===== config.mk =====
export PLATFORM = sky130hd
export DESIGN_NAME = inertial_filter_module
export DESIGN_NICKNAME = d
export VERILOG_FILES = /design/src/rtl/inertial_filter_module.sv
export SDC_FILE = /design/constraint.sdc
export NUM_CORES = 1
export LEC_CHECK = 0
export ABC_AREA = 1
export BUFFER_PORTS_ARGS = -buffer_cell sky130_fd_sc_hd__buf_2
export CORE_MARGIN = 2
export CORE_UTILIZATION = 52
export CTS_CLUSTER_DIAMETER = 50
export CTS_CLUSTER_SIZE = 25
export DETAILED_ROUTE_END_ITERATION = 12
export GPL_ROUTABILITY_DRIVEN = 1
export PLACE_DENSITY_LB_ADDON = 0.2
export RECOVER_POWER = 50
export SYNTH_ARGS = -nofsm -noshare
export SYNTH_HDL_FRONTEND = slang
export SYNTH_SLANG_ARGS = --single-unit

===== constraint.sdc =====
create_clock -name clk -period 1.54 [get_ports clk]
set_clock_uncertainty 0.1 [all_clocks]
set_input_delay 0.308 -clock clk [delete_from_list [all_inputs] [get_ports clk]]
set_output_delay 0.308 -clock clk [all_outputs]
set_load 0.02 [all_outputs]

===== src/rtl/inertial_filter_module.sv =====
// inertial_filter_module: synchronizes a raw level and accepts a change only after it holds for MIN_CYCLES samples
`timescale 1ns/1ps
module inertial_filter_module #(
    parameter int MIN_CYCLES = 4,
    parameter int DROP_W     = 8
) (
    input  logic              clk,
    input  logic              rstn,
    input  logic              din,
    input  logic              drop_clr,
    output logic              so_filt,
    output logic              so_rise,
    output logic              so_fall,
    output logic              pend,
    output logic [DROP_W-1:0] drop_cnt
);
    localparam int            CW       = $clog2(MIN_CYCLES + 1);
    localparam logic [CW-1:0] CNT_LAST = CW'(MIN_CYCLES - 1);
    localparam logic [CW-1:0] CNT_ONE  = CW'(1);

    typedef enum logic [1:0] {ST_LO, PEND_HI, ST_HI, PEND_LO} state_t;

    logic              sync1_q, din_s_q;
    state_t            state_q, state_d;
    logic [CW-1:0]     cnt_q, cnt_d;
    logic              rise_q, rise_d, fall_q, fall_d, drop;
    logic [DROP_W-1:0] drop_cnt_q, drop_cnt_d;

    // two-flop synchronizer; only din_s_q feeds the qualifier
    always_ff @(posedge clk or negedge rstn) begin
        if (!rstn) begin
            sync1_q <= 1'b0;
            din_s_q <= 1'b0;
        end else begin
            sync1_q <= din;
            din_s_q <= sync1_q;
        end
    end

    // qualifier: a candidate level must be seen MIN_CYCLES times in a row, any reversion is a dropped glitch
    always_comb begin
        state_d = state_q;
        cnt_d   = cnt_q;
        rise_d  = 1'b0;
        fall_d  = 1'b0;
        drop    = 1'b0;
        case (state_q)
            ST_LO: if (din_s_q) begin
                state_d = PEND_HI;
                cnt_d   = CNT_ONE;
            end
            PEND_HI: if (!din_s_q) begin
                state_d = ST_LO;
                cnt_d   = '0;
                drop    = 1'b1;
            end else if (cnt_q == CNT_LAST) begin
                state_d = ST_HI;
                cnt_d   = '0;
                rise_d  = 1'b1;
            end else begin
                cnt_d = cnt_q + 1'b1;
            end
            ST_HI: if (!din_s_q) begin
                state_d = PEND_LO;
                cnt_d   = CNT_ONE;
            end
            PEND_LO: if (din_s_q) begin
                state_d = ST_HI;
                cnt_d   = '0;
                drop    = 1'b1;
            end else if (cnt_q == CNT_LAST) begin
                state_d = ST_LO;
                cnt_d   = '0;
                fall_d  = 1'b1;
            end else begin
                cnt_d = cnt_q + 1'b1;
            end
            default: begin
                state_d = ST_LO;
                cnt_d   = '0;
            end
        endcase
    end

    // clear has priority over a simultaneous drop; the count sticks at all-ones
    always_comb begin
        drop_cnt_d = drop_clr ? '0 : (drop && drop_cnt_q != '1) ? drop_cnt_q + 1'b1 : drop_cnt_q;
    end

    // qualifier state, edge pulses and glitch counter
    always_ff @(posedge clk or negedge rstn) begin
        if (!rstn) begin
            state_q    <= ST_LO;
            cnt_q      <= '0;
            rise_q     <= 1'b0;
            fall_q     <= 1'b0;
            drop_cnt_q <= '0;
        end else begin
            state_q    <= state_d;
            cnt_q      <= cnt_d;
            rise_q     <= rise_d;
            fall_q     <= fall_d;
            drop_cnt_q <= drop_cnt_d;
        end
    end

    assign so_filt  = (state_q == ST_HI) || (state_q == PEND_LO);
    assign pend     = (state_q == PEND_HI) || (state_q == PEND_LO);
    assign so_rise  = rise_q;
    assign so_fall  = fall_q;
    assign drop_cnt = drop_cnt_q;
endmodule

# After elaboration in Yosys (flattened, before gate mapping)
# Cells that the tools add are included.
[word_totals]
register_bits = 17
input_bits = 4
out_inout_bits = 12
word_cells = 48
[op_classes]
add_sub_neg = 2
eq_ne = 9
mux = 23
n_reduce_logical = 7
[ops]
columns = ["operator", "count"]
rows = [
  ["8-bit two-way mux", 2],
  ["3-bit two-way mux", 5],
  ["2-bit two-way mux", 6],
  ["3-bit one-hot mux with 4 select lines", 1],
  ["8-bit by 1-bit adder with 8-bit output (second input constant)", 1],
  ["8-bit inequality test (second input constant)", 1],
  ["2-bit one-hot mux with 4 select lines", 1],
  ["1-bit two-way mux", 7],
  ["3-bit inequality test (second input constant)", 2],
  ["2-bit equality test (second input constant)", 2],
  ["2-bit inequality test (second input constant)", 2],
  ["4-bit AND reduction", 1],
  ["3-bit by 1-bit adder with 3-bit output (second input constant)", 1],
  ["3-bit by 2-bit equality test with 1-bit output (second input constant)", 1],
  ["2-bit by 1-bit equality test with 1-bit output (second input constant)", 1],
  ["2-bit logical NOT", 1],
  ["1-bit logical OR", 2],
  ["1-bit one-hot mux with 2 select lines", 1],
  ["2-bit AND reduction", 1],
  ["2-bit nonzero test", 1],
  ["1-bit logical AND", 1],
]

# Depth between registers and ports, before layout
[depth]
ltp_word = 5
depth_mapped = 9

# Worst setup path after synthesis
# Ideal clock, no wire load.
[synth_path]
path_kind = "flip-flop to flip-flop"
startpoint = "register drop_cnt_q[0] (netlist: drop_cnt[0])"
endpoint = "register drop_cnt_q[3] (netlist: drop_cnt[3])"
setup_ps = 118
t_arrival_ps = 1229
path_slack_ps = 93
stages_incl_launch_ff = 9
path_buffers = 0
period_less_slack_ps = 1447
cell_sequence = "dfrtp_1 -> ha_1 -> nand2_1 -> inv_1 -> nand3_2 -> nand2_4 -> nand2_4 -> nand2_1 -> nand2_1"
[synth_via]
elab_chain_len = 3
word_cells_on_any_way = 6
cone_classes = "add/sub: 1; eq/ne: 1; mux: 2; reduce/logical: 2"
[synth_rtl]
columns = ["element", "line", "source"]
rows = [
  ["start: declaration", "27", "logic [DROP_W-1:0] drop_cnt_q, drop_cnt_d;"],
  ["start signal: assignment", "103", "drop_cnt_q <= drop_cnt_d;"],
  ["8-bit by 1-bit adder with 8-bit output or 8-bit inequality test (tied branches)", "87", "drop_cnt_d = drop_clr ? '0 : (drop && drop_cnt_q != '1) ? drop_cnt_q + 1'b1 : drop_cnt_q;"],
  ["8-bit two-way mux or 1-bit logical AND (tied branches)", "87", ""],
  ["8-bit two-way mux or 2-bit nonzero test (tied branches)", "-", ""],
]
# Several ways; a longest one is shown, not always the timed one. The select of a mux whose other input is x is not followed.
# A chain may end at the register's enable or synchronous reset.

# Worst setup path after layout
[layout_path]
startpoint = "register drop_cnt_q[1] (netlist: drop_cnt[1])"
endpoint = "register drop_cnt_q[1] (netlist: drop_cnt[1])"
# Same word-level chain as after synthesis.

==> flow_summary.toml <==
[status]
result_of_the_run = "finished, final reports clean"

[clock_tree]
clock_transition_at_the_registers_of_the_reported_paths_ns = 0.10
postCtsResizedCells = 0
htree_levels = 1
cts_tree = "built"
max-clock-path-buffers = 2
cts_root_buf = "clkbuf_4"
cts_buffers = 3
tritoncts_num_sinks = 17
clock_insertion_delay_worst_skew_ns = 0.28

[timing]
hold_slack_ns = 0.0181
finalSetupViolations = 0
grt_setup_unrepaired = "false"
worst_pin_slew_ns = 0.408
fin_tns_setup_ns = 0
timing.max_slew.rel_slack_pct = 72.8
post_route_clock_period_utilization_pct = 90.0
finalHoldViolCount = 0
fmax_mhz = 722
finalCriticalPeriod_ns = 1.39
drv_slew = 0

[cells_and_area]
finish.cell_count_without_fillers = 145
area_growth_pct = 16.3
num_antenna_cells = 0
final_net_count = 136
fraction_of_final_layout_cells_sized_beyond_drive_strength_1_pct = 20.9

[setup_path]
setup.worst_path.end_class = "flop"
crit-reg2reg-launch = "drop_cnt[1]"
worstPathMaxFanout = 9
timing.critical_path.arrival_ns = 1.47
critPathMaxStageDelay_ns = 0.37
critical_path.reg2reg.endpoint = "drop_cnt[1]"
timing.critical_path.slowest_stage_cell = "dfrtp_1"
critPathBufInv = 2
cp.required_ns = 1.62
timing.setup.critical_path_class = "flop to flop"
ff2ff_path_depth = 8
path_cells = "ha_1 > nand2_1 > inv_1 > nand3_2 > nand2_4 > inv_2 > nand3_1 > nand2_1"
r2r_setup_slack_ns = 0.15
critical_path_depth = 8
cp_launch_type = "flop"
cell_class_contributing_the_biggest_share_of_worst_path_delay = "simple AND/OR/NAND/NOR gates"
crit_top_cell = "nand2_1"

[pwr]
sw_frac_of_total_pct = 38.3
power.leakage_nw = 0.574
internal_power_mw = 0.751
seqPwrFrac_pct = 47.4
netSwitchingPower_mw = 0.466
combPwrFrac_pct = 33.0
power_density_mw_per_mm2 = 1210
sum_of_internal_switching_and_leakage_power_mw = 1.22
power.ir.vdd_worst_v = 0.000780
clkPwrFrac_pct = 19.7

[placed_design]
hpwl_mm = 1.20
globalplace.congestion = 0.842
port-buffer-count = 15
dpl.cell_count = 138

[hold_path]
hold-path-cell-count = 1
hold_path.class = "primary input to flop"
hold_end = "sync1_q"
worst_hold_startpoint = "din"

[synth]
yosysMostFrequentCell = "nand2_1"
syn-cell-area_um2 = 866
synth_common_cells = "nand2_1 (28), dfrtp_1 (17), nand3_1 (16), inv_1 (13), nor2_1 (12)"
post_synth.cell_area_avg_um2 = 7.94
synth-main-ff-cell = "dfrtp_1"
synth_top_cells_by_area = "dfrtp_1 (49%), nand2_1 (12%), nand3_1 (9.2%)"
synth.distinct_cells = 19
synth.ff_latch_count = 17
sequential_share_of_the_synthesized_area_pct = 49.1
synthArstFlopShare_pct = 100
netlist_instances = 109
post_synth_edffs = 0
synthDominantAreaCellType = "dfrtp_1"
yosys_warnings = 0
post_synthesis_net_count = 115
yosys.area.top_type_share_pct = 49.1

[drt]
dr_total_vias = 751
drt_pre_antenna_iters = 3
drtIter0Drc = 8
drt-wirelength-per-cell_um = 11.0
drt_wl_total_mm = 1.59
drt-vias-per-instance = 5.18
detail-route-antenna-nets = 0
drc = 0

[global_routing]
grt_pass1_wl_mm = 2.87
initial_antenna_violation_count = 0
grt_pass1_vias = 723
pin_count_of_the_biggest_net_entering_global_routing = 18
total_grt_usage_pct = 19.3
globalRouteOverflowTotal = 0

[floorplanning]
die-width_um = 44.8
fp.dieArea_mm2 = 0.00201
core_area_mm2 = 0.00154
start_util_pct = 56.2
die_height_um = 44.8
std_cell_rows = 14
io_count = 16

[job]
maxCapViolations = 0
==> power by group through the flow <==
stage,Clock (mW),Combinational [mW],Sequential [mW]
floorplan,0,0.258,0.606
global placement,0,0.360,0.590
detailed placement,0,0.370,0.597
CTS,0.252,0.374,0.586
global route,0.267,0.458,0.590
finish,0.240,0.401,0.577
==> cell families after synthesis <==
logic type / count (synthesis) / share of synthesized area [%]
buffers and inverters: 17 / 7.37
flip-flops: 17 / 49.1
AO/OA/AOI/OAI: 9 / 5.92
XOR/XNOR: 1 / 1.01
AND/OR/NAND/NOR: 63 / 33.7
adder cells (fa/ha/maj): 2 / 2.89
==> worst register-to-register path, stage by stage (launching register included) <==
cell	delay [ns]
dfrtp_1	0.37
ha_1	0.17
nand2_1	0.07
inv_1	0.13
nand3_2	0.11
nand2_4	0.13
inv_2	0.07
nand3_1	0.06
nand2_1	0.06
==> sequential cells by signal, summed over array words and instances (netlist names), named ones only <==
| name | flops |
|---|---|
| cnt_q | 3 |
| drop_cnt | 8 |
| so_fall | 1 |
| so_rise | 1 |
| sync1_q | 1 |
| state_q | 1 |
| din_s_q | 1 |
==> how the worst max path moves through the flow <==
stage                     start     endpoint  slack, ns
finish              drop_cnt[1]  drop_cnt[1]       0.15
global route        drop_cnt[0]  drop_cnt[1]       0.04
CTS                 drop_cnt[0]  drop_cnt[1]       0.08
detailed placement  drop_cnt[0]  drop_cnt[5]        0.1
global placement    drop_cnt[0]  drop_cnt[1]       0.17
floorplan           drop_cnt[0]  drop_cnt[3]       0.09
==> what timing repair did <==
| action | in CTS | in global routing |
|---|---|---|
| setup endpoints to repair | 0 | 7 |
| setup buffers | 0 | 2 |
| hold endpoints to repair | 17 | 0 |
| hold buffers | 1 | 0 |
==> stage by stage <==
| stage | instance area, um^2 | setup WS, ns | utilization, % |
|---|---|---|---|
| global placement | 953 | 0.167 | 61.9 |
| global route | 1010 | 0.0378 | 65.3 |
| finish | 1010 | 0.154 | 65.3 |
| floorplan | 866 | 0.0933 | - |
| CTS | 993 | 0.0758 | 64.4 |
| detailed placement | 953 | 0.0991 | 61.9 |
==> final cells by class <==
cell class,instances,area (um^2)
fill,138,534
sequential,17,425
multi-input combinational,75,377
timing repair buffer,18,98.8
inverter,15,56.3
clock buffer,3,22.5
tap,16,20.0
clock inverter,1,7.51
==> per-layer routing <==
layer / share of wire (%) / track usage [%] / routed length [um]
met1: 50 / 25.1 / 798
met3: 4.0 / 3.60 / 63
met5: 0 / 0 / 0
met4: 1.4 / 8.82 / 22
met2: 44 / 31.3 / 707
==> cell usage in the layout, fill, tap and decap left out, types with 2 or more instances in the layout <==
| master | synthesis | routed |
|---|---|---|
| nand2_1 | 28 | 28 |
| dfrtp_1 | 17 | 17 |
| nand3_1 | 16 | 16 |
| inv_1 | 13 | 13 |
| buf_2 | 0 | 13 |
| nor2_1 | 12 | 12 |
| o21ai_0 | 4 | 4 |
| a21oi_1 | 3 | 3 |
| clkbuf_4 | 0 | 3 |
| nand2_2 | 2 | 2 |
| nand2_4 | 2 | 2 |
| ha_1 | 2 | 2 |
| buf_4 | 0 | 2 |
Power figures use the tool's default switching activity.
